`src/rtl/count_monitor.sv`:
```
// Passive checker for an up-counter: predicts the next count from enable/count,
// flags and counts deviations and wraps, and latches a fault on repeated errors.
module count_monitor #(
  parameter int WIDTH       = 4,
  parameter int ERR_W       = 8,
  parameter int WRAP_W      = 8,
  parameter int FAULT_LIMIT = 4
) (
  input  logic              clk,
  input  logic              reset,
  input  logic              enable,
  input  logic [WIDTH-1:0]  count,
  input  logic              clear,
  output logic [WIDTH-1:0]  expected,
  output logic              mismatch,
  output logic              wrap,
  output logic              fault,
  output logic [ERR_W-1:0]  err_cnt,
  output logic [WRAP_W-1:0] wrap_cnt
);

  typedef enum logic [1:0] {
    IDLE  = 2'd0,
    TRACK = 2'd1,
    FAULT = 2'd2
  } state_t;

  localparam logic [WIDTH-1:0] CNT_MAX = '1;
  localparam logic [3:0]       LIMIT   = 4'(FAULT_LIMIT);

  state_t            state, state_n;
  logic [WIDTH-1:0]  expected_n;
  logic              mismatch_n, wrap_n, fault_n;
  logic [ERR_W-1:0]  err_cnt_n;
  logic [WRAP_W-1:0] wrap_cnt_n;
  logic [3:0]        consec, consec_n, consec_inc;
  logic [WIDTH-1:0]  prev_count;
  logic              prev_enable;
  logic [WIDTH-1:0]  prediction;
  logic [ERR_W-1:0]  err_sat_inc;

  assign prediction  = enable ? count + WIDTH'(1) : count;
  assign err_sat_inc = (err_cnt == '1) ? err_cnt : err_cnt + ERR_W'(1);
  assign consec_inc  = consec + 4'd1;

  // NOTE: every variable gets a default at the top of always_comb so that no
  // path leaves it unassigned, which would otherwise infer a latch.
  always_comb begin
    state_n    = state;
    expected_n = prediction;
    mismatch_n = 1'b0;
    wrap_n     = 1'b0;
    fault_n    = fault;
    err_cnt_n  = err_cnt;
    wrap_cnt_n = wrap_cnt;
    consec_n   = consec;

    if (clear) begin
      state_n    = IDLE;
      fault_n    = 1'b0;
      err_cnt_n  = '0;
      wrap_cnt_n = '0;
      consec_n   = '0;
    end else begin
      unique case (state)
        IDLE: begin
          // The counter must come out of reset at zero.
          state_n  = TRACK;
          consec_n = '0;
          if (count != '0) begin
            mismatch_n = 1'b1;
            err_cnt_n  = err_sat_inc;
          end
        end
        TRACK: begin
          if (count == expected) begin
            consec_n = '0;
            if (prev_enable && (prev_count == CNT_MAX) && (count == '0)) begin
              wrap_n     = 1'b1;
              wrap_cnt_n = wrap_cnt + WRAP_W'(1);
            end
          end else begin
            // Prediction is rebuilt from the observed count, so one glitch
            // costs exactly one error rather than a cascade.
            mismatch_n = 1'b1;
            err_cnt_n  = err_sat_inc;
            consec_n   = consec_inc;
            if (consec_inc >= LIMIT) begin
              state_n = FAULT;
              fault_n = 1'b1;
            end
          end
        end
        FAULT: begin
          fault_n = 1'b1;
        end
        default: begin
          state_n = IDLE;
          fault_n = 1'b0;
        end
      endcase
    end
  end

  // NOTE: sequential state uses non-blocking assignments so every register
  // samples the pre-edge values, independent of statement order.
  // NOTE: reset clears every register here; there is no memory array whose
  // contents would be left unreset.
  always_ff @(posedge clk or posedge reset) begin
    if (reset) begin
      state       <= IDLE;
      expected    <= '0;
      mismatch    <= 1'b0;
      wrap        <= 1'b0;
      fault       <= 1'b0;
      err_cnt     <= '0;
      wrap_cnt    <= '0;
      consec      <= '0;
      prev_count  <= '0;
      prev_enable <= 1'b0;
    end else begin
      state       <= state_n;
      expected    <= expected_n;
      mismatch    <= mismatch_n;
      wrap        <= wrap_n;
      fault       <= fault_n;
      err_cnt     <= err_cnt_n;
      wrap_cnt    <= wrap_cnt_n;
      consec      <= consec_n;
      prev_count  <= count;
      prev_enable <= enable;
    end
  end

endmodule
```
`config.mk`:
```
export PLATFORM = sky130hd
export DESIGN_NAME = count_monitor
export DESIGN_NICKNAME = d
export VERILOG_FILES = /design/src/rtl/count_monitor.sv
export SDC_FILE = /design/constraint.sdc
export NUM_CORES = 1
export LEC_CHECK = 0
export ABC_CLOCK_PERIOD_IN_PS = 3100
export CORE_ASPECT_RATIO = 0.6
export CORE_MARGIN = 1.5
export CORE_UTILIZATION = 41
export DETAILED_ROUTE_END_ITERATION = 10
export PLACE_DENSITY_LB_ADDON = 0.2
export SYNTH_ARGS = -nofsm -noshare
export SYNTH_HDL_FRONTEND = slang
export SYNTH_SLANG_ARGS = --single-unit
```
`constraint.sdc`:
```
create_clock -name clk -period 3.1 [get_ports clk]
set_input_delay 0.93 -clock clk [delete_from_list [all_inputs] [get_ports clk]]
set_output_delay 0.93 -clock clk [all_outputs]
set_load 0.02 [all_outputs]
```
==> impl_metrics.py <==
metrics = {
    "layout": {
        "final_cell_area_um2": 2320,
        "layout_commonest_cell": "dfrtp_1",
        "area_growth_pct": 32.0,
        "fillers": 360,
        "drive_above_1_share_pct": 13.6,
        "multi_input_area_um2": 857,
        "fin_nets": 230,
        "area.sequential_um2": 851,
        "antenna_cells": 0,
        "fin_util_pct": 56.3,
        "layout.cells.most_common_list": "34 x dfrtp_1, 30 x clkdlybuf4s50_1, 13 x nor2_1, 12 x nand2_1, 12 x buf_4",
    },
    "setup_path": {
        "worstPathRequired_ns": 3.27,
        "cp_cell_sequence": "clkdlybuf4s50_1, inv_1, ha_1, or3b_4, and2b_2, nand2_2, nor4_1, mux2_2",
        "start_kind": "primary input",
        "cp_slowest_cell": "clkdlybuf4s50_1",
        "path_buf_inv": 2,
        "endpoint_kind": "flip-flop",
        "r2r_slack_ns": 0.92,
        "cp_max_fo": 5,
        "cp_slowest_stage_delay_ns": 0.49,
        "crit_type": "in -> reg",
        "cp.arrival_ns": 3.07,
        "cp_top_family": "simple AND/OR/NAND/NOR gates",
    },
    "power": {
        "vdd_drop_max_mv": 0.297,
        "cellPowerDensity_nw_per_um2": 470,
        "p_leak_nw": 1.02,
    },
    "global_routing": {
        "antenna_found_initial": 0,
        "grt_use_total_pct": 18.1,
        "gr-total-overflow": 0,
        "grt_pass1_wl_mm": 6.20,
        "grt-busiest-layer": "met2",
        "grt_util_met1_pct": 24.2,
        "grt_pass1_vias": 1268,
        "use_met2_pct": 29.0,
        "grt_max_degree": 35,
        "gr-usage-met3_pct": 4.60,
    },
    "timing": {
        "hold_viol_final": 0,
        "fin_crit_sh_pct": 93.6,
        "whs_ns": 0.527,
        "worstMarginPinSlew_ns": 0.436,
        "clock_skew_ns": 0.00675,
        "final.setup.tns_ns": 0,
        "rsz0062_at_grt": "false",
        "fmax_ghz": 0.345,
        "fin_crit_ns": 2.90,
        "drv_slew": 0,
        "setup_viol": 0,
        "maxSlewHeadroom_pct": 70.9,
        "setup_ws_ns": 0.200,
    },
    "synthesis": {
        "ys.flop_type": "dfrtp_1",
        "synth_edf_count": 0,
        "netlist.top_cell.by_area": "dfrtp_1",
        "synth.top_cell.area_share_pct": 48.4,
        "synthCells": 168,
        "avgSynthCellArea_um2": 10.5,
        "syn_area_um2": 1760,
        "synthArstFlopShare_pct": 100,
        "ys_warn_count": 0,
        "synthesis.nets": 185,
        "synth.area.top_cells": "dfrtp_1 48%, ha_1 6.4%, xor2_1 4.0%",
        "netlist-cell-type-count": 41,
        "ys_ff_latch": 34,
        "seq_area_frac_synth_pct": 48.4,
    },
    "floorplanning": {
        "core_area_um2": 4120,
        "io_pins": 31,
        "start_util_pct": 42.7,
        "dieWidth_um": 87.5,
        "rows": 18,
        "fp.dieH_um": 53.7,
        "dieArea_um2": 4700,
    },
    "clock_network": {
        "cts_setup_buffers": 0,
        "numCtsBuffers": 5,
        "postCtsHoldBufs": 0,
        "cts_resized": 0,
        "clkSinkCount": 34,
        "cts_tree": "done",
        "clk_pin_slew_ns": 0.07,
        "ctsLongestPathBuffers": 2,
        "ctsRootBufferMaster": "clkbuf_8",
        "htree_levels": 2,
        "clk-insertion-delay-late_ns": 0.28,
    },
    "placement": {
        "port_buffers": 30,
        "place_hpwl_mm": 3.00,
        "dpl_cell_area_um2": 2210,
        "gp_congestion": 0.787,
        "dpl_worst_slack_ns": -0.114,
    },
    "status": {
        "status": "complete, no violations",
    },
    "detailed_routing": {
        "vias": 1425,
        "routedWlPerCell_um": 14.4,
        "drc": 0,
        "postRouteAntennaNets": 0,
        "dr.pass1.iters": 5,
        "first_iter_violations": 50,
        "drt-total-wl_mm": 3.94,
        "vias_per_cell": 5.22,
    },
    "hold_path": {
        "hp-class": "reg -> reg",
    },
    "run": {
        "maxCapViolCount": 0,
    },
}
## sequential cells by signal (all words and copies together) (netlist names)
register,flops
err_cnt,8
wrap_cnt,8
consec,4
expected,4
prev_count,4
state,2
fault,1
mismatch,1
prev_enable,1
wrap,1
## logic make-up after synthesis
group / Yosys count / synth area share (%)
buffers and inverters: 13 / 2.85
AND/OR/NAND/NOR: 67 / 23.1
multiplexers: 2 / 1.21
flip-flops: 34 / 48.4
adder cells (fa/ha/maj): 9 / 6.41
AO/OA/AOI/OAI: 28 / 10.6
XOR/XNOR: 15 / 7.47
## cell usage after synthesis (all sizes together) (3+ instances only)
cell type and number:
a21oi 8, a22oi 3, clkbuf 3, dfrtp 34
ha 9, inv 9, nand2 13, nand3 9
nor2 13, nor2b 3, nor3 6, nor4 5
o21ai 6, o31ai 4, or3 4, or4 3
xnor2 7, xor2 8
## layout make-up
| class | instances | share of cell area, % |
|---|---|---|
| multi-input combinational | 121 | 36.9 |
| sequential | 34 | 36.7 |
| timing repair buffer | 42 | 16.8 |
| clock buffer | 6 | 3.56 |
| tap | 60 | 3.24 |
| inverter | 9 | 1.46 |
| clock inverter | 1 | 1.29 |
## path summary, 6_finish.rpt
kind | startpoint | endpoint | cells past startpoint
worst max-delay path | count[0] | wrap_cnt[7] | 8
worst min-delay path | fault | fault | 1
worst max register to register | state[1] | err_cnt[5] | 7
worst min register to register | fault | fault | 1
max in group asynchronous | reset | consec[1] | 3
min in group asynchronous | reset | err_cnt[4] | 3
## per-stage QoR
stage / std cells / power [mW]
CTS: 273 / 1.10
global route: 273 / 1.13
floorplan: 168 / 0.601
finish: 273 / 1.09
detailed placement: 266 / 0.690
global placement: 266 / 0.683
## per-layer routing
layer	routed length [um]	up-vias
met5	0	-
met4	41	0
met3	249	5
met2	1780	44
met1	1870	690
li1	-	686
## power by group
part	internal [mW]	total (mW)	switching [mW]
logic	0.0868	0.192	0.106
clock network	0.257	0.407	0.150
registers	0.468	0.490	0.0223
total	0.812	1.09	0.278
Power figures use the tool's default switching activity.
